## config.mk

```make
export PLATFORM = sky130hd
export DESIGN_NAME = icache_resp
export DESIGN_NICKNAME = d
export VERILOG_FILES = /design/src/rtl/icache_resp_pkg.sv /design/src/rtl/icache_tag_array.sv /design/src/rtl/icache_resp.sv
export SDC_FILE = /design/constraint.sdc
export NUM_CORES = 1
export LEC_CHECK = 0
export CORE_UTILIZATION = 57
export CTS_BUF_LIST = sky130_fd_sc_hd__clkbuf_16
export DETAILED_ROUTE_END_ITERATION = 12
export GPL_TIMING_DRIVEN = 0
export PLACE_DENSITY = 0.79
export SYNTH_ARGS = -nofsm -noshare
export SYNTH_HDL_FRONTEND = slang
export SYNTH_SLANG_ARGS = --single-unit
export TNS_END_PERCENT = 30
```

## constraint.sdc

```tcl
create_clock -name clk -period 18.9 [get_ports clk]
set_input_delay 1.89 -clock clk [delete_from_list [all_inputs] [get_ports clk]]
set_output_delay 1.89 -clock clk [all_outputs]
set_load 0.02 [all_outputs]
```

## src/rtl/icache_resp_pkg.sv

```systemverilog
// Shared types and constants for the instruction cache responder.
package icache_resp_pkg;

  localparam int          INSTR_SIZE = 32;
  // addi x0, x0, 0: returned whenever no valid instruction is available.
  localparam logic [31:0] NOP_INSTR  = 32'h0000_0013;

  localparam logic RD = 1'b0;
  localparam logic WR = 1'b1;

  localparam int ICACHE_LINES = 4;
  localparam int ICACHE_WORDS = 4;
  localparam int LINE_SIZE    = 32 * ICACHE_WORDS;

  typedef enum logic {
    IDLE   = 1'b0,
    REFILL = 1'b1
  } icache_state_t;

endpackage

```

## src/rtl/icache_tag_array.sv

```systemverilog
// Valid/tag storage: combinational lookup port plus a write/flush port.
module icache_tag_array
  import icache_resp_pkg::*;
#(
  parameter int LINES = ICACHE_LINES,
  parameter int TAG_W = 26,
  parameter int IDX_W = $clog2(LINES)
) (
  input  logic             clk,
  input  logic             reset_n,
  input  logic [IDX_W-1:0] i_lookup_idx,
  input  logic [TAG_W-1:0] i_lookup_tag,
  output logic             o_hit,
  input  logic             i_wr_en,
  input  logic [IDX_W-1:0] i_wr_idx,
  input  logic [TAG_W-1:0] i_wr_tag,
  input  logic             i_flush
);

  logic [LINES-1:0] r_valid;
  logic [TAG_W-1:0] r_tag [LINES];

  // Valid bits: reset and flush clear everything; flush beats a coincident fill.
  always_ff @(posedge clk) begin
    // NOTE: sequential state uses non-blocking assignments so every register
    // samples pre-edge values, independent of block ordering.
    if (!reset_n) begin
      r_valid <= '0;
    end else if (i_flush) begin
      r_valid <= '0;
    end else if (i_wr_en) begin
      r_valid[i_wr_idx] <= 1'b1;
    end
  end

  // Tag storage: written on every fill, even one that a flush invalidates.
  always_ff @(posedge clk) begin
    // NOTE: storage arrays are not reset; the valid bits alone qualify them,
    // which keeps the array mappable to plain flops/RAM without reset fan-out.
    if (i_wr_en) begin
      r_tag[i_wr_idx] <= i_wr_tag;
    end
  end

  assign o_hit = r_valid[i_lookup_idx] && (r_tag[i_lookup_idx] == i_lookup_tag);

endmodule

```

## src/rtl/icache_resp.sv

```systemverilog
// Direct-mapped instruction cache answering the fetch stage's imem port,
// refilling whole lines from main memory on a miss.
module icache_resp
  import icache_resp_pkg::*;
#(
  parameter int LINES          = ICACHE_LINES,
  parameter int WORDS_PER_LINE = ICACHE_WORDS
) (
  input  logic                          clk,
  input  logic                          reset_n,
  input  logic [INSTR_SIZE-1:0]         imem_addr_i,
  input  logic                          imem_rd_wr_i,
  input  logic                          imem_op_en_i,
  output logic [INSTR_SIZE-1:0]         imem_rd_instr_o,
  output logic                          imem_miss_o,
  input  logic                          flush_i,
  output logic                          mem_req_o,
  output logic [INSTR_SIZE-1:0]         mem_addr_o,
  output logic                          mem_rd_wr_o,
  input  logic                          mem_ready_i,
  input  logic [32*WORDS_PER_LINE-1:0]  mem_rdata_i
);

  localparam int WS_W     = $clog2(WORDS_PER_LINE);
  localparam int WS_BITS  = (WS_W == 0) ? 1 : WS_W;
  localparam int IDX_W    = $clog2(LINES);
  localparam int IDX_LSB  = 2 + WS_W;
  localparam int TAG_LSB  = IDX_LSB + IDX_W;
  localparam int TAG_W    = INSTR_SIZE - TAG_LSB;
  // Byte offset within a line; cleared to form the refill address.
  localparam logic [INSTR_SIZE-1:0] OFS_MASK = INSTR_SIZE'(4 * WORDS_PER_LINE - 1);

  icache_state_t r_state;
  icache_state_t w_next_state;

  logic [INSTR_SIZE-1:0] r_mem_addr;
  logic [31:0]           r_data [LINES][WORDS_PER_LINE];

  logic [IDX_W-1:0]   w_idx;
  logic [TAG_W-1:0]   w_tag;
  logic [WS_BITS-1:0] w_word_sel;
  logic [IDX_W-1:0]   w_fill_idx;
  logic [TAG_W-1:0]   w_fill_tag;
  logic               w_hit;
  logic               w_rd_req;
  logic               w_latch;
  logic               w_fill;

  assign w_idx      = imem_addr_i[IDX_LSB +: IDX_W];
  assign w_tag      = imem_addr_i[INSTR_SIZE-1:TAG_LSB];
  assign w_word_sel = WS_BITS'((imem_addr_i >> 2) & INSTR_SIZE'(WORDS_PER_LINE - 1));
  assign w_fill_idx = r_mem_addr[IDX_LSB +: IDX_W];
  assign w_fill_tag = r_mem_addr[INSTR_SIZE-1:TAG_LSB];
  assign w_rd_req   = imem_op_en_i && (imem_rd_wr_i == RD);

  icache_tag_array #(
    .LINES (LINES),
    .TAG_W (TAG_W),
    .IDX_W (IDX_W)
  ) u_tag_array (
    .clk          (clk),
    .reset_n      (reset_n),
    .i_lookup_idx (w_idx),
    .i_lookup_tag (w_tag),
    .o_hit        (w_hit),
    .i_wr_en      (w_fill),
    .i_wr_idx     (w_fill_idx),
    .i_wr_tag     (w_fill_tag),
    .i_flush      (flush_i)
  );

  // State register.
  always_ff @(posedge clk) begin
    if (!reset_n) begin
      r_state <= IDLE;
    end else begin
      r_state <= w_next_state;
    end
  end

  // Refill address: captured on the missing cycle, held through REFILL.
  always_ff @(posedge clk) begin
    if (!reset_n) begin
      r_mem_addr <= '0;
    end else if (w_latch) begin
      r_mem_addr <= imem_addr_i & ~OFS_MASK;
    end
  end

  // Line data: whole line written when the refill completes.
  always_ff @(posedge clk) begin
    if (w_fill) begin
      for (int w = 0; w < WORDS_PER_LINE; w++) begin
        r_data[w_fill_idx][w] <= mem_rdata_i[w*32 +: 32];
      end
    end
  end

  // Next-state and fetch-side outputs.
  always_comb begin
    // NOTE: every output gets a default before the case so no path leaves
    // a signal unassigned, which would otherwise infer a latch.
    w_next_state    = r_state;
    imem_miss_o     = 1'b0;
    imem_rd_instr_o = NOP_INSTR;
    w_latch         = 1'b0;
    w_fill          = 1'b0;
    case (r_state)
      IDLE: begin
        if (w_rd_req) begin
          if (w_hit) begin
            imem_rd_instr_o = r_data[w_idx][w_word_sel];
          end else begin
            imem_miss_o  = 1'b1;
            w_latch      = 1'b1;
            w_next_state = REFILL;
          end
        end
      end
      REFILL: begin
        imem_miss_o = 1'b1;
        if (mem_ready_i) begin
          w_fill       = 1'b1;
          w_next_state = IDLE;
        end
      end
      default: w_next_state = IDLE;
    endcase
  end

  assign mem_req_o   = (r_state == REFILL);
  assign mem_addr_o  = r_mem_addr;
  assign mem_rd_wr_o = RD;

endmodule

```

==> results.yml <==
outcome:
  status: "complete, no violations"
synthesis:
  synth_edf_count: 616
  yosys.area.top_type_share_pct: 71.6
  synth_compound_area_share_pct: 3.82
  ys_seq_elements: 649
  synthFlopType: "edfxtp_1"
  avgSynthCellArea_um2: 20.8
  synthCells: 1240
  yosys.area_share.simple_pct: 3.16
  synthMuxAreaShare_pct: 16.7
  yosys.area_share.xor_xnor_pct: 0.678
  async_flop_share_pct: 0
  synth.most_common_cell: "edfxtp_1"
  yosys.area.top_type: "edfxtp_1"
  synth_cell_types: 48
  yosysWarnings: 0
  syn_area_um2: 25800
  synthTopCellsByArea: "edfxtp_1 (72%), mux4_2 (16%), dfxtp_1 (2.6%)"
  synth_top_family_by_area: "multiplexers"
  synthTopCellsByCount: "edfxtp_1 (616), mux4_2 (179), clkbuf_1 (48)"
  synth-seq-area-share_pct: 74.1
  synthAdderAreaFrac_pct: 0
clocking:
  htreeDepth: 2
  cts_hold_buffers: 0
  clk_path_buf_depth: 3
  cts_buffers: 61
  clock_latency_ns: 0.62
  cts_sinks: 649
  cts_setup_buffers: 0
  cts_tree: "built"
  cts_resized: 0
  path_clk_slew_ns: 0.06
  cts_root_buf: "clkbuf_16"
timing:
  slew_violations: 0
  fin_crit_ns: 8.40
  setup_ws_ns: 10.50
  fmax_ghz: 0.119
  finalSetupViolCount: 0
  holdWs_ns: 0.470
  min_period_over_period_pct: 44.4
  max_slew_margin_pct: 24.6
  fin_skew_ns: 0.00998
  rsz0062_at_grt: "false"
  finalHoldViolations: 0
  max_slew.worst_pin.slew_ns: 1.13
worst_hold_path:
  worstHoldStart: "u_tag_array.r_valid[0]$_SDFFE_PP0P_"
  min_to: "u_tag_array.r_valid[0]$_SDFFE_PP0P_"
  hold_depth: 2
  hold_class: "reg2reg"
routing:
  ant_nets: 0
  drt_iter0_markers: 1562
  vias_per_cell: 6.28
  dr.pass1.iters: 5
  wl_per_cell_um: 26.5
  num_vias: 14039
  wl_mm: 59.3
  drc: 0
die:
  io_pins: 233
  die_h_um: 215
  rows: 77
  die_area_um2: 46200
  start_util_pct: 58.1
  die_w_um: 215
  core-area_um2: 44500
global_route:
  grt_pass1_wl_mm: 88.7
  grt_util_met1_pct: 35.7
  grt_usage_pct: 26.1
  grt_max_degree: 55
  busiest_layer: "met2"
  overflow: 0
  antenna_found_initial: 6
  met2_usage_pct: 42.4
  met3_usage_pct: 5.92
  grt_pass1_vias: 14405
finish:
  multi_input_area_um2: 6330
  final_util_pct: 70.5
  seqCellArea_um2: 19200
  drive_gt1_share_pct: 22.1
  n_fill_cell: 2757
  area_delta_synth_final_pct: 21.4
  layout.nets: 1751
critical_path:
  r2r.worst_path.cells: 8
  r2r-end: "mem_addr_o[24]$_SDFFE_PN0P_"
  path_class: "in2out"
  end_kind: "output pin"
  critPathLaunchType: "input pin"
  cp.required_ns: 17.01
  cp_max_fo: 10
  startpoint: "imem_addr_i[4]"
  r2r_setup_slack_ns: 15.80
  r2r-start: "u_tag_array.r_tag[2][12]$_DFFE_PP_"
  arrival_ns: 6.51
power_and_ir_drop:
  p_leak_nw: 10.0
  p_per_area_nw_per_um2: 93.2
  swShare_pct: 21.3
  ir_worst_vdd_uv: 92.1
  power.switching_uw: 623
  combPwrFrac_pct: 7.0
  p_int_mw: 2.30
  power.share.clock_pct: 37.9
  fin_total_pwr_mw: 2.92
  p_seq_share_pct: 55.1
place:
  hpwl_mm: 40.0
  gp_congestion: 0.912
  port_buffers: 221
  preCtsSetupSlack_ns: 10.59
job:
  maxCapViolations: 0
[registers in the layout (all words and copies together) (netlist names)]
signal / cells
u_tag_array.r_tag: 104
mem_addr_o: 28
mem_req_o: 1
r_data: 512
u_tag_array.r_valid: 4
[worst max-delay path by stage]
stage                                     endpoint  slack [ns]  depth (start not counted)
after global placement    r_data[1][125]$_DFFE_PP_       -5.12                          3
after floorplan             r_data[2][0]$_DFFE_PP_        4.80                          2
after detailed placement       imem_rd_instr_o[12]       10.59                         10
final                          imem_rd_instr_o[23]       10.50                         10
after global routing           imem_rd_instr_o[13]       10.27                         10
after CTS                      imem_rd_instr_o[12]       10.57                         10
[stage by stage]
step / instance area (um^2) / instances / setup TNS (ns)
after floorplan: 25900 / 1244 / 0
after global placement: 28800 / 2057 / -2088.92
after detailed placement: 29500 / 2114 / 0
after CTS: 31300 / 2229 / 0
after global routing: 31400 / 2230 / 0
final: 31400 / 2234 / 0
[placed cells by master (no fill, tap or decap), types with 12 or more instances in the layout]
cell             Yosys  final
clkinv_1             0     15
buf_6                1     43
buf_2               12     12
xnor2_1             16     16
dfxtp_1             33     33
mux4_2             179    179
mux2i_1             27     27
clkdlybuf4s50_1      0    221
clkinv_2             0     18
clkbuf_16            0     63
nor2b_1             31     31
clkbuf_1            48     48
nor2_1              35     35
edfxtp_1           616    616
nand3_1             29     29
buf_1               20     20
inv_1                4     20
a41oi_1             28     28
a21o_1              28     28
nand2_1             32     32
[routing by layer]
metal	part of all wire, %	vias to the layer above
met4	3.2	8
met2	49	728
li1	-	5921
met1	39	7228
met5	0.093	-
met3	8.3	154
[area by class of cell]
class	count	area share, %
plain buffers	87	1.18
flip-flops and latches	649	61.1
repair buffers	278	9.33
inverters	4	0.0479
clock inverters	52	0.734
clock buffers	63	5.03
diodes	5	0.0399
multi-input cells	504	20.2
well taps	592	2.36
[power groups by stage]
stage | clock, mW | combinational [mW] | sequential, mW
floorplan | 0 | 0.100 | 1.65
global placement | 0 | 0.194 | 1.65
detailed placement | 0 | 0.205 | 1.64
CTS | 1.13 | 0.205 | 1.61
global route | 1.18 | 0.217 | 1.61
finish | 1.11 | 0.205 | 1.61
[cell families after synthesis]
group	after synthesis
AO/OA/AOI/OAI	110
XOR/XNOR	20
buffers and inverters	91
flip-flops	649
multiplexers	207
other	1
AND/OR/NAND/NOR	162
[critical path, cell delays in order]
cell	delay, ns
clkdlybuf4s50_1	0.54
buf_2	0.44
mux4_2	0.58
xnor2_1	0.33
nand4_1	0.17
nor3_1	0.33
nand4_1	0.62
clkbuf_1	0.55
nor2b_1	0.39
clkdlybuf4s50_1	0.67
No activity file was read; power rests on OpenSTA's default activity.
